$ cat src/rtl/dff_bank_scheduler.sv
// Round-robin scheduler that shares one DFF register bank between NREQ requesters,
// issuing one single-cycle load/set/clear/toggle strobe per grant followed by an ack.
module dff_bank_scheduler #(
    parameter int WIDTH = 8,
    parameter int NREQ  = 4
) (
    input  logic                  clk,
    input  logic                  reset,
    input  logic [NREQ-1:0]       req,
    input  logic [2*NREQ-1:0]     op,
    input  logic [WIDTH*NREQ-1:0] wdata,
    input  logic [WIDTH-1:0]      bank_q,
    output logic [NREQ-1:0]       grant,
    output logic [NREQ-1:0]       ack,
    output logic                  busy,
    output logic [WIDTH-1:0]      bank_d,
    output logic                  bank_we,
    output logic                  bank_set,
    output logic                  bank_reset_n
);
    localparam int PTR_W = (NREQ > 1) ? $clog2(NREQ) : 1;

    localparam logic [1:0] OP_LOAD = 2'b00;
    localparam logic [1:0] OP_SET  = 2'b01;
    localparam logic [1:0] OP_CLR  = 2'b10;
    localparam logic [1:0] OP_TGL  = 2'b11;

    typedef enum logic [1:0] {
        IDLE  = 2'd0,
        APPLY = 2'd1,
        ACK   = 2'd2
    } state_t;

    state_t             state_r;
    state_t             state_nxt_s;
    logic [PTR_W-1:0]   ptr_r;
    logic [PTR_W-1:0]   idx_r;
    logic [1:0]         op_r;
    logic [WIDTH-1:0]   wdata_r;
    logic [WIDTH-1:0]   snap_r;

    logic [PTR_W-1:0]   cand_s;
    logic [PTR_W-1:0]   sel_s;
    logic               sel_vld_s;

    logic [NREQ-1:0]    grant_r, grant_nxt_s;
    logic [NREQ-1:0]    ack_r, ack_nxt_s;
    logic               busy_r, busy_nxt_s;
    logic [WIDTH-1:0]   bank_d_r, bank_d_nxt_s;
    logic               bank_we_r, bank_we_nxt_s;
    logic               bank_set_r, bank_set_nxt_s;
    logic               bank_reset_n_r, bank_reset_n_nxt_s;

    // Increment modulo NREQ; non-power-of-two NREQ needs the explicit wrap.
    function automatic logic [PTR_W-1:0] wrap_inc(input logic [PTR_W-1:0] v);
        if (v == PTR_W'(NREQ - 1)) begin
            return {PTR_W{1'b0}};
        end else begin
            return v + PTR_W'(1);
        end
    endfunction

    function automatic logic [NREQ-1:0] to_onehot(input logic [PTR_W-1:0] v);
        logic [NREQ-1:0] r;
        r    = {NREQ{1'b0}};
        r[v] = 1'b1;
        return r;
    endfunction

    // Round-robin search: first set req bit at or above ptr, wrapping.
    always_comb begin
        cand_s    = ptr_r;
        sel_s     = ptr_r;
        sel_vld_s = 1'b0;
        for (int i = 0; i < NREQ; i++) begin
            sel_s     = (req[cand_s] && !sel_vld_s) ? cand_s : sel_s;
            sel_vld_s = sel_vld_s | req[cand_s];
            cand_s    = wrap_inc(cand_s);
        end
    end

    // State register.
    always_ff @(posedge clk) begin
        if (reset) begin
            state_r <= IDLE;
        end else begin
            state_r <= state_nxt_s;
        end
    end

    // Next-state logic.
    always_comb begin
        state_nxt_s = state_r;
        case (state_r)
            IDLE:    state_nxt_s = sel_vld_s ? APPLY : IDLE;
            APPLY:   state_nxt_s = ACK;
            ACK:     state_nxt_s = IDLE;
            default: state_nxt_s = IDLE;
        endcase
    end

    // Output decode; every output is captured in a register on the next edge.
    always_comb begin
        grant_nxt_s        = grant_r;
        ack_nxt_s          = {NREQ{1'b0}};
        busy_nxt_s         = 1'b0;
        bank_d_nxt_s       = {WIDTH{1'b0}};
        bank_we_nxt_s      = 1'b0;
        bank_set_nxt_s     = 1'b0;
        bank_reset_n_nxt_s = 1'b1;
        case (state_r)
            IDLE: begin
                grant_nxt_s = sel_vld_s ? to_onehot(sel_s) : {NREQ{1'b0}};
            end
            APPLY: begin
                busy_nxt_s = 1'b1;
                case (op_r)
                    OP_LOAD: begin
                        bank_we_nxt_s = 1'b1;
                        bank_d_nxt_s  = wdata_r;
                    end
                    OP_SET: begin
                        bank_we_nxt_s  = 1'b1;
                        bank_set_nxt_s = 1'b1;
                        bank_d_nxt_s   = {WIDTH{1'b1}};
                    end
                    OP_CLR: begin
                        bank_reset_n_nxt_s = 1'b0;
                    end
                    OP_TGL: begin
                        bank_we_nxt_s = 1'b1;
                        bank_d_nxt_s  = ~snap_r;
                    end
                    default: begin
                        bank_reset_n_nxt_s = 1'b1;
                    end
                endcase
            end
            ACK: begin
                busy_nxt_s = 1'b1;
                ack_nxt_s  = to_onehot(idx_r);
            end
            default: begin
                grant_nxt_s = {NREQ{1'b0}};
            end
        endcase
    end

    // Output registers; reset holds the bank clear low.
    always_ff @(posedge clk) begin
        if (reset) begin
            grant_r        <= {NREQ{1'b0}};
            ack_r          <= {NREQ{1'b0}};
            busy_r         <= 1'b0;
            bank_d_r       <= {WIDTH{1'b0}};
            bank_we_r      <= 1'b0;
            bank_set_r     <= 1'b0;
            bank_reset_n_r <= 1'b0;
        end else begin
            grant_r        <= grant_nxt_s;
            ack_r          <= ack_nxt_s;
            busy_r         <= busy_nxt_s;
            bank_d_r       <= bank_d_nxt_s;
            bank_we_r      <= bank_we_nxt_s;
            bank_set_r     <= bank_set_nxt_s;
            bank_reset_n_r <= bank_reset_n_nxt_s;
        end
    end

    // Transaction latch at grant time, plus pointer advance once the owner is acked.
    always_ff @(posedge clk) begin
        if (reset) begin
            ptr_r   <= {PTR_W{1'b0}};
            idx_r   <= {PTR_W{1'b0}};
            op_r    <= 2'b00;
            wdata_r <= {WIDTH{1'b0}};
            snap_r  <= {WIDTH{1'b0}};
        end else if ((state_r == IDLE) && sel_vld_s) begin
            idx_r   <= sel_s;
            op_r    <= op[2*int'(sel_s) +: 2];
            wdata_r <= wdata[WIDTH*int'(sel_s) +: WIDTH];
            snap_r  <= bank_q;
        end else if (state_r == ACK) begin
            ptr_r   <= wrap_inc(idx_r);
        end else begin
            ptr_r   <= ptr_r;
        end
    end

    assign grant        = grant_r;
    assign ack          = ack_r;
    assign busy         = busy_r;
    assign bank_d       = bank_d_r;
    assign bank_we      = bank_we_r;
    assign bank_set     = bank_set_r;
    assign bank_reset_n = bank_reset_n_r;

endmodule

$ cat config.mk
export PLATFORM = sky130hd
export DESIGN_NAME = dff_bank_scheduler
export DESIGN_NICKNAME = d
export VERILOG_FILES = /design/src/rtl/dff_bank_scheduler.sv
export SDC_FILE = /design/constraint.sdc
export NUM_CORES = 1
export LEC_CHECK = 0
export CORE_ASPECT_RATIO = 1.5
export CORE_MARGIN = 2
export CORE_UTILIZATION = 46
export DETAILED_ROUTE_END_ITERATION = 6
export PLACE_DENSITY = 0.79
export SYNTH_ARGS = -nofsm -noshare
export SYNTH_HDL_FRONTEND = slang
export SYNTH_SLANG_ARGS = --single-unit
$ cat constraint.sdc
create_clock -name clk -period 2.6 [get_ports clk]
set_input_delay 0.26 -clock clk [delete_from_list [all_inputs] [get_ports clk]]
set_output_delay 0.26 -clock clk [all_outputs]
set_load 0.005 [all_outputs]
==> impl_metrics.yaml, run 1 <==
run:
  drv_cap: 0
clock_tree:
  clock_path_buffers: 2
  cts-buffers-inserted: 5
  hold_buffers: 0
  post_cts_resized: 0
  cts-root-buf: "clkbuf_8"
  cts-htree-levels: 2
  cts.sinks: 44
  cts_setup_buffers: 0
  clock_latency_ns: 0.30
  clk_pin_slew_ns: 0.09
  cts_tree: "built"
global_route:
  grt_pass1_vias: 2055
  overflow: 0
  antenna_found_initial: 0
  grt_pass1_wl_mm: 9.11
  track_usage: 0.198
  grt_start_max_net_pins: 24
critical_path:
  path_class: "reg2reg"
  timing.rr.end: "wdata_r[6]$_SDFFE_PP0P_"
  arrival_ns: 2.55
  path_max_fanout: 13
  critical_path_required_ns: 2.78
  cp-start-kind: "register"
  critPathCaptureType: "register"
  worst_r2r_path_depth: 10
  worstReg2RegStart: "ptr_r[0]$_SDFFE_PP0P_"
  r2r_slack_ns: 0.23
sta:
  fmax_ghz: 0.422
  hold_viol: 0
  setup-violations-final: 0
  finalClockSkew_ns: 0.00676
  max_slew_margin: 0.592
  slew_violations: 0
  fin_crit_sh: 0.911
  hold_ws_ns: 0.475
  layout_setup_ws_ns: 0.232
  rsz0062_at_grt: "no"
  tns_ns: 0
  worst_pin_slew_ns: 0.611
  min_period_ns: 2.37
min_path:
  hold_class: "reg2reg"
  min_from: "grant[0]$_SDFFE_PP0N_"
  hold_depth: 1
  holdPathEnd: "grant[0]$_SDFFE_PP0N_"
route:
  drtPass1Iterations: 4
  drt-vias-per-instance: 5.27
  route.detailed.drc: 0
  ant_nets: 0
  num_vias: 2041
  wl_mm: 5.31
  drt-initial-drc-count: 100
  wl_per_cell_um: 13.7
synthesis:
  synthTopCellsByCount: "dfxtp_1 (44), mux2i_1 (31), nor2_1 (26)"
  ys_ff_latch: 44
  ys_types: 49
  synthArstFlopShare: 0
  postSynthNetCount: 305
  synth.avg_cell_area_um2: 9.68
  synth_edf_count: 0
  syn_inst: 242
  yosysSeqAreaShare: 0.376
  synthesis.area_um2: 2340
  synth_warnings: 0
  synth_flop_cell: "dfxtp_1"
  synth.area.top_cells: "dfxtp_1 (38%), mux2i_1 (13%), o221ai_2 (6.4%)"
  synth_top_area_share: 0.376
  yosysMostFrequentCell: "dfxtp_1"
  yosysTopAreaCell: "dfxtp_1"
layout:
  syn2layout_area_growth_pct: 40.3
  drive_gt1_frac: 0.143
  layout.cells.non_filler: 387
  final_nets: 383
  diodes: 0
pwr:
  power_leakage_uw: 0.00134
  power_per_cell_area_nw_per_um2: 584
  power_uw: 1920
  vdd_drop_max_mv: 0.477
floorplan:
  die_y_um: 91.4
  num_io_pins: 74
  rows: 31
  core_um2: 4890
  start_util: 0.479
  dieArea_um2: 5690
  die_w_um: 62.3
status:
  status: "finished clean"
placement:
  place_hpwl_mm: 4.06
  port_buffers: 73
  dpl.cell_count: 379
  dpl_worst_slack_ns: 0.0811
  gp_congestion: 0.869
metal layers:
| metal | vias up | share of wire | track usage |
|---|---|---|---|
| li1 | 1009 | - | - |
| met1 | 947 | 0.39 | 0.213 |
| met2 | 71 | 0.52 | 0.367 |
| met3 | 14 | 0.045 | 0.0322 |
| met4 | 0 | 0.042 | 0.104 |
| met5 | - | 0 | 0 |
layout make-up:
class	count	area, um2
clock buffer	5	68.8
multi-input combinational	173	1330
inverter	9	33.8
fill	416	1600
clock inverter	3	46.3
sequential	44	881
tap	66	82.6
timing repair buffer	87	848
power breakdown:
group / internal [uW] / switching (uW) / total (uW)
clock: 289 / 247 / 537
sequential: 747 / 65.4 / 812
combinational: 313 / 258 / 571
total: 1350 / 571 / 1920
cells in the final DEF (no fill, tap or decap), types with 2 or more instances in the layout:
cell type / n
inv_1: 8
nor3b_1: 2
o2bb2ai_1: 2
ha_1: 9
mux2i_1: 31
and2_1: 4
nor2_1: 26
nand3_1: 2
mux2_2: 3
buf_4: 13
nand2_1: 21
clkdlybuf4s50_1: 73
nand2b_1: 3
o21ai_0: 7
o221ai_2: 10
a21oi_1: 13
nor2b_1: 11
or3_1: 2
nor3_1: 2
clkbuf_8: 5
o32ai_1: 2
dfxtp_1: 44
worst max-delay path by stage:
stage / cells after the start / endpoint / start
floorplan: 9 / op_r[0]$_SDFFE_PP0P_ / ptr_r[1]$_SDFFE_PP0P_
global placement: 9 / wdata_r[2]$_SDFFE_PP0P_ / req[1]
detailed placement: 9 / wdata_r[0]$_SDFFE_PP0P_ / req[3]
CTS: 9 / wdata_r[6]$_SDFFE_PP0P_ / ptr_r[0]$_SDFFE_PP0P_
global route: 9 / wdata_r[6]$_SDFFE_PP0P_ / ptr_r[0]$_SDFFE_PP0P_
finish: 10 / wdata_r[6]$_SDFFE_PP0P_ / ptr_r[0]$_SDFFE_PP0P_
cells by family (layout without fill, tap and decap cells):
| family | Yosys count | after routing | synth area share |
|---|---|---|---|
| buffers and inverters | 25 | 104 | 0.0582 |
| and+or+nand+nor | 81 | 81 | 0.173 |
| DFF | 44 | 44 | 0.376 |
| muxes | 36 | 36 | 0.162 |
| AOI/OAI and AO/OA | 47 | 47 | 0.182 |
| adders and majority gates | 9 | 9 | 0.0481 |
critical path, stage by stage, from the launching register on:
cell	delay, ns
dfxtp_1	0.32
ha_1	0.31
buf_4	0.19
mux2_2	0.39
mux2i_1	0.12
o21ai_0	0.10
a21oi_1	0.23
o21ai_1	0.13
nand2_1	0.15
buf_4	0.20
o221ai_2	0.12
sequential cells by signal, indices dropped and copies added, names as in the netlist:
| register | cells |
|---|---|
| bank_d | 8 |
| snap_r | 8 |
| wdata_r | 8 |
| ack | 4 |
| grant | 4 |
| idx_r | 2 |
| op_r | 2 |
| ptr_r | 2 |
| state_r | 2 |
| bank_reset_n | 1 |
| bank_set | 1 |
| bank_we | 1 |
| busy | 1 |
metrics by stage:
stage          utilization  instance area (um2)
6_report             0.672                 3290
3_5_place_dp         0.649                 3170
3_3_place_gp         0.649                 3170
5_1_grt              0.672                 3290
4_1_cts              0.672                 3290
2_1_floorplan            -                 2340
Power figures use the tool's default switching activity.
==> inputs of run 2 (changes only) <==
--- a/config.mk
+++ b/config.mk
@@ -9,6 +9,7 @@
 export CORE_MARGIN = 2
 export CORE_UTILIZATION = 46
 export DETAILED_ROUTE_END_ITERATION = 6
+export GPL_TIMING_DRIVEN = 0
 export PLACE_DENSITY = 0.79
 export SYNTH_ARGS = -nofsm -noshare
 export SYNTH_HDL_FRONTEND = slang
==> impl_metrics.yaml, run 2 (same netlist as run 1, synthesis figures left out) <==
status:
  status: "finished clean"
global_route:
  track_usage: 0.192
  use_met3: 0.0384
  grt_start_max_net_pins: 14
  top_usage_layer: "met2"
  overflow: 0
  grt_pass1_vias: 2010
  antenna_found_initial: 0
  grtUsageMet1: 0.211
  grt_pass1_wl_mm: 8.83
  met2_usage: 0.362
placement:
  port_buffers: 71
  dpl.cell_count: 379
  dpl_worst_slack_ns: -0.115
  place_hpwl_mm: 4.03
  gp_congestion: 0.856
layout:
  diodes: 0
  layout.cells.non_filler: 388
  final_nets: 385
  final_cell_mix: "clkdlybuf4s50_1 (71), dfxtp_1 (43), mux2i_1 (28)"
  drive_gt1_frac: 0.149
  syn2layout_area_growth_pct: 41.3
  final_common_cell: "clkdlybuf4s50_1"
  fillers: 406
critical_path:
  critical_path_required_ns: 2.78
  worstReg2RegStart: "ptr_r[1]$_SDFFE_PP0P_"
  path_buf_inv: 1
  cp-startpoint: "ptr_r[1]$_SDFFE_PP0P_"
  cp-endpoint: "op_r[1]$_SDFFE_PP0P_"
  path_class: "reg2reg"
  critPathSlowestCell: "dfxtp_2"
  cp-start-kind: "register"
  r2r_slack_ns: 0.1
  arrival_ns: 2.68
  cpLargestDelayFamily: "multiplexers"
  path_max_fanout: 10
  slowest_delay_ns: 0.39
  timing.rr.end: "op_r[1]$_SDFFE_PP0P_"
  path_depth: 9
  worst_r2r_path_depth: 9
  crit_chain: "ha_4 -> mux2_2 -> a21boi_1 -> a32oi_1 -> o31ai_2 -> nor2_4 -> buf_8 -> mux2i_1 -> o221ai_2"
  critPathCaptureType: "register"
route:
  drt-initial-drc-count: 120
  ant_nets: 0
  drtPass1Iterations: 5
  wl_per_cell_um: 13.8
  num_vias: 2009
  drt-vias-per-instance: 5.18
  wl_mm: 5.35
  route.detailed.drc: 0
floorplan:
  start_util: 0.479
  num_io_pins: 74
  core_um2: 4890
  die_w_um: 62.3
  die_y_um: 91.4
  rows: 31
  dieArea_um2: 5690
sta:
  rsz0062_at_grt: "yes"
  hold_viol: 0
  min_period_ns: 2.50
  slew_violations: 0
  finalClockSkew_ns: 0.00880
  fin_crit_sh: 0.963
  layout_setup_ws_ns: 0.0953
  max_slew_margin: 0.573
  setup-violations-final: 0
  hold_ws_ns: 0.480
  fmax_ghz: 0.399
  worst_pin_slew_ns: 0.639
clock_tree:
  clock_path_buffers: 2
  cts.sinks: 44
  cts_tree: "built"
  clock_latency_ns: 0.30
  cts-htree-levels: 2
  cts-root-buf: "clkbuf_8"
  clk_pin_slew_ns: 0.09
  cts-buffers-inserted: 5
pwr:
  power_uw: 2010
  vdd_drop_max_mv: 0.387
  power_leakage_uw: 0.00132
  swShare: 0.280
  power_per_cell_area_nw_per_um2: 607
  power_frac_seq: 0.393
  combPwrFrac: 0.304
  p_sw_uw: 562
  intPower_uw: 1450
  clkPwrFrac: 0.303
run:
  drv_cap: 0
min_path:
  hold_class: "reg2reg"
[run 2: changes by cell type in the layout (fill, tap and decap cells not counted), moves of 2 or more]
cell / change
buf_8: +2
clkbuf_1: +5
buf_4: -10
buf_6: +2
mux2i_2: +3
buf_2: +4
clkdlybuf4s50_1: -2
mux2i_1: -3
[run 2: metal layers]
layer	vias to the layer above	wire, um
li1	1009	-
met1	907	2110
met2	79	2830
met3	14	283
met4	0	126
met5	-	0
[run 2: how the worst min path moves through the flow]
| stage | startpoint | endpoint | cells after the start |
|---|---|---|---|
| after floorplan | bank_q[0] | snap_r[0]$_SDFFE_PP0P_ | 2 |
| after global placement | wdata_r[5]$_SDFFE_PP0P_ | wdata_r[5]$_SDFFE_PP0P_ | 2 |
| after detailed placement | grant[0]$_SDFFE_PP0N_ | grant[0]$_SDFFE_PP0N_ | 1 |
| after CTS | grant[0]$_SDFFE_PP0N_ | grant[0]$_SDFFE_PP0N_ | 1 |
| after global routing | wdata_r[7]$_SDFFE_PP0P_ | wdata_r[7]$_SDFFE_PP0P_ | 2 |
| final | wdata_r[0]$_SDFFE_PP0P_ | wdata_r[0]$_SDFFE_PP0P_ | 2 |
[run 2: cell type report]
class,instances,area (um2),share of cell area
plain buffers,16,108,0.0325
flip-flops and latches,44,882,0.267
clock buffers,5,68.8,0.0208
well taps,66,82.6,0.0250
repair buffers,73,726,0.219
multi-input cells,173,1350,0.408
clock inverters,2,60.1,0.0181
inverters,9,33.8,0.0102
[run 2: timing repair]
action	4_1_cts	5_1_grt
setup buffers	0	2
endpoints found under the setup margin	10	6
gates resized for setup	2	6
pin swaps	0	1
hold buffers	0	0
[run 2: worst min-delay path: stages, from the launching register on]
cell,delay [ns]
dfxtp_1,0.34
nand2_1,0.06
o221ai_2,0.05
[run 2: power groups by stage]
stage	logic, uW	registers [uW]	clock network (uW)
after floorplan	394	792	0
final	611	789	609
after global routing	670	798	642
after CTS	598	788	612
after detailed placement	592	802	0
after global placement	585	801	0
[run 2: stage by stage]
step	util	TNS, ns	cell area (um2)
6_report	0.677	0	3310
5_1_grt	0.677	-0.0358	3310
3_5_place_dp	0.642	-0.701	3140
3_3_place_gp	0.642	-0.598	3140
2_1_floorplan	-	0	2340
4_1_cts	0.671	0	3280
==> RTL change 1, RTL diff (flow settings as in run 2) <==
Change the parameter `NREQ` from 4 to 8.
--- a/src/rtl/dff_bank_scheduler.sv
+++ b/src/rtl/dff_bank_scheduler.sv
@@ -2,7 +2,7 @@
 // issuing one single-cycle load/set/clear/toggle strobe per grant followed by an ack.
 module dff_bank_scheduler #(
     parameter int WIDTH = 8,
-    parameter int NREQ  = 4
+    parameter int NREQ  = 8
 ) (
     input  logic                  clk,
     input  logic                  reset,
Ports: changed (5 resized); port bits go from 74 to 126. The function was not compared with the original's and may differ.
==> RTL change 1 against run 2 <==
The run now ends with negative setup slack left; utilization increased by 9.0 points; sequential cell count rose by 10; total power rose by 130%; via count up 150%; count of clock-buffer cells in the layout stayed put; critical path depth grew 23; non-clock buffer count increased by 111; setup slack got worse by 3.2 ns; design area is 110% higher; synthesized area up 86%; wire length increased to 3.0 times the old value; sequential share of layout area decreased by 11 points.
==> RTL change 1: results (changes against run 2) <==
Yosys warnings = 0 (unchanged)
Max Fanout on Critical Path = 5 (was 10)
final cell count without fillers = 800 (was 388)
fraction of area in multi-input gates = 51.8% (was 40.8%)
pin count of the biggest net entering global routing = 19 (was 14)
status = finished, violations left (was completed)
router iterations before antenna repair = 6 (was 5)
Netlist cell types = 67 (was 49)
final setup TNS = -84.80 ns (was 0 ns)
met2 WL = 8.73 mm (was 2.83 mm)
met2 usage = 56.8% (was 36.2%)
fillcell total = 595 (was 406)
first-pass GRT wire length = 24.6 mm (was 8.83 mm)
Leak = 2.63 nW (was 1.32 nW)
violated checks = negative setup slack
Multi-input gate area = 3650 µm² (was 1350 µm²)
bufs w/o clock = 200 (was 89)
overall routing resource usage = 29.4% (was 19.2%)
Area after DPL = 5960 µm² (was 3140 µm²)
Wirelength per Cell = 20.1 µm (was 13.8 µm)
Setup-failing EPs final = 30 (was 0)
delay-heaviest family, CP = adder cells (was multiplexers)
post-CTS sizing = 89 (was 2)
met1 Use GR = 32.0% (was 21.1%)
most frequent cells after synthesis = nand2_1 (65), dfxtp_1 (54), nor2_1 (37), a21oi_1 (28), a211oi_1 (26) (was dfxtp_1 (44), mux2i_1 (31), nor2_1 (26), nand2_1 (21), a21oi_1 (13))
met3 Usage GRT = 2.80% (was 3.84%)
Setup Fix Bufs, Post-CTS = 26 (was 0)
slowest stage delay, CP = 0.34 ns (was 0.39 ns)
clk cell area share = 2.11% (was 3.89%)
Final HPWL DP = 11.2 mm (was 4.03 mm)
top post-synthesis cells by area = dfxtp_1 (25%), nand2_1 (5.6%), ha_1 (4.6%) (was dfxtp_1 (38%), mux2i_1 (13%), o221ai_2 (6.4%))
Vias = 4961 (was 2009)
CTS sink count = 54 (was 44)
fraction of area in registers = 15.4% (was 26.7%)
Syn Area/Cell = 8.43 µm² (was 9.68 µm²)
GP Congestion = 0.883 (was 0.856)
slowest CP cell = dfxtp_1 (was dfxtp_2)
starting DRC count in detailed routing = 363 (was 120)
met3 WL = 818 µm (was 283 µm)
number of global-route vias before repair = 4901 (was 2010)
final setup margin = -3.10 ns (was 0.0953 ns)
M1 wire length = 5.89 mm (was 2.11 mm)
clock skew = 0.00443 ns (was 0.00880 ns)
Seq/Total Area, Yosys = 24.8% (was 37.6%)
share of cells above drive strength 1 = 30.8% (was 14.9%)
max_slew headroom = 51.2% (was 57.3%)
Place WS = -3.70 ns (was -0.115 ns)
Multi-In Gates = 403 (was 173)
Net Count, Synth = 630 (was 305)
dpl cells = 753 (was 379)
-- RTL change 1: cell families after synthesis --
kind of cell             after synthesis  synth area share (%)
AO/OA/AOI/OAI                        158                  29.2
XOR/XNOR                               1                 0.374
adder cells (fa/ha/maj)               16                  4.60
buffers and inverters                 60                  6.30
flip-flops                            54                  24.8
multiplexers                          48                  14.3
AND/OR/NAND/NOR                      179                  20.5
-- RTL change 1: final timing paths --
| kind | end | startpoint | slack (ns) | depth (start not counted) |
|---|---|---|---|---|
| min | snap_r[4] | snap_r[4] | 0.46 | 2 |
| max | op_r[1] | ptr_r[1] | -3.10 | 32 |
| max reg2reg | op_r[1] | ptr_r[1] | -3.10 | 32 |
| min reg2reg | snap_r[4] | snap_r[4] | 0.46 | 2 |
-- RTL change 1: report_power, final --
part           switching (mW)  internal, mW
Combinational            1.47          1.47
Sequential             0.0701         0.922
Clock                   0.330         0.361
==> RTL change 2, RTL diff (config.mk and constraints of run 2) <==
Made on the original files. The 3 states of `state_t` get a one-hot encoding in 3 bits.
--- a/src/rtl/dff_bank_scheduler.sv
+++ b/src/rtl/dff_bank_scheduler.sv
@@ -25,10 +25,10 @@
     localparam logic [1:0] OP_CLR  = 2'b10;
     localparam logic [1:0] OP_TGL  = 2'b11;
 
-    typedef enum logic [1:0] {
-        IDLE  = 2'd0,
-        APPLY = 2'd1,
-        ACK   = 2'd2
+    typedef enum logic [2:0] {
+        IDLE  = 3'b001,
+        APPLY = 3'b010,
+        ACK   = 3'b100
     } state_t;
 
     state_t             state_r;
Function: same outputs for any inputs over 10 cycles, from zero or initial values and one cycle with reset high; not proved beyond that.
==> RTL change 2 against run 2 <==
The flow now finishes with violations (negative setup slack); clock skew fell by 0.0027 ns; worst hold slack lost 0.020 ns; design area is 11% higher; count of clock-buffer cells in the layout increased by 2; die area increased by 0.25%; synthesized area increased by 0.27%; sequential cell count grew 1; total power shrank 1.7%; via count increased by 19%; wire length rose by 27%; setup slack worse by 0.40 ns; critical path type unchanged; critical endpoint is now wdata_r[5]; highest routed layer unchanged.
==> RTL change 2: results (changes against run 2) <==
complex-gate fraction of the synthesized area = 25.1% (was 18.2%)
slowest stage delay, CP = 0.51 ns (was 0.39 ns)
CP arrival = 3.10 ns (was 2.68 ns)
Leak = 1.46 nW (was 1.32 nW)
Setup-failing EPs final = 15 (was 0)
register bit total from synthesis = 45 (was 44)
hold slack = 0.460 ns (was 0.480 ns)
invs w/o clock = 16 (was 9)
Peak VDD IR = 0.000341 V (was 0.000387 V)
Worst Hold Path EP = snap_r[0] (was wdata_r[0])
Max Fanout on Critical Path = 5 (was 10)
PortBufs = 72 (was 71)
max_slew headroom = 60.8% (was 57.3%)
Post-Synth XOR/XNOR Area = 0.373% (was 0%)
status = finished, violations left (was completed)
final setup TNS = -2.71 ns (was 0 ns)
post-CTS sizing = 30 (was 2)
most frequent cells after synthesis = dfxtp_1 (45), a211oi_1 (31), nand2_1 (27), a21oi_1 (21), nor2_1 (21) (was dfxtp_1 (44), mux2i_1 (31), nor2_1 (26), nand2_1 (21), a21oi_1 (13))
Net Count, Synth = 331 (was 305)
delay-heaviest family, CP = compound AO/OA/AOI/OAI gates (was multiplexers)
Reg2Reg Depth = 12 (was 9)
adder-cell share of the synthesized area = 2.66% (was 4.81%)
Worst setup startpoint = ptr_r[0] (was ptr_r[1])
post-synthesis mux area share = 9.86% (was 16.2%)
overall routing resource usage = 23.9% (was 19.2%)
fillcell total = 382 (was 406)
clock skew = 0.00609 ns (was 0.00880 ns)
Non-clock buffers, area share = 29.2% (was 25.2%)
violated checks = negative setup slack
first-pass GRT wire length = 10.9 mm (was 8.83 mm)
final setup margin = -0.302 ns (was 0.0953 ns)
fraction of area in registers = 24.8% (was 26.7%)
Reg power frac = 41.3% (was 39.3%)
number of global-route vias before repair = 2307 (was 2010)
hold path start = snap_r[0] (was wdata_r[0])
Multi-In Gates = 190 (was 173)
Final HPWL DP = 4.54 mm (was 4.03 mm)
top post-synthesis cells by area = dfxtp_1 (38%), a211oi_1 (9.9%), mux2i_1 (6.8%) (was dfxtp_1 (38%), mux2i_1 (13%), o221ai_2 (6.4%))
Seq/Total Area, Yosys = 38.4% (was 37.6%)
Vias = 2386 (was 2009)
GP Congestion = 0.879 (was 0.856)
internal power = 1.39 mW (was 1.45 mW)
Post-layout nets = 431 (was 385)
clk cell area share = 3.18% (was 3.89%)
share of cells above drive strength 1 = 18.8% (was 14.9%)
Layout clock buffers = 7 (was 5)
Setup Fix Bufs, Post-CTS = 13 (was 0)
slowest CP cell = or4_4 (was dfxtp_2)
==> RTL change 2: cell count changes after synthesis, moves of 8 or more <==
cell	run 2	this run
clkbuf_1	6	15
o221ai_2	10	0
a211oi_1	1	31
mux2i_1	31	16
a21oi_1	13	21
o21bai_1	0	10
inv_1	8	16
==> RTL change 2: through the flow <==
step / util [%] / std cells / total power, mW / cell area [µm²] / setup WS, ns
floorplan: - / 272 / 1.15 / 2370 / 0.000980
global placement: 65.0 / 410 / 1.34 / 3170 / -0.520
finish: 74.9 / 439 / 1.98 / 3660 / -0.302
detailed placement: 65.0 / 410 / 1.35 / 3170 / -0.569
CTS: 72.5 / 432 / 1.94 / 3540 / -0.173
global route: 74.9 / 439 / 2.09 / 3660 / -0.395
==> RTL change 2: metal layers <==
metal	wire length (µm)	share of wire, %	global-route usage (%)	up-vias
met5	0	0	0	-
met2	3670	54	44.8	95
met4	201	3.0	10.2	0
met3	323	4.8	3.59	15
li1	-	-	-	1167
met1	2580	38	26.2	1109
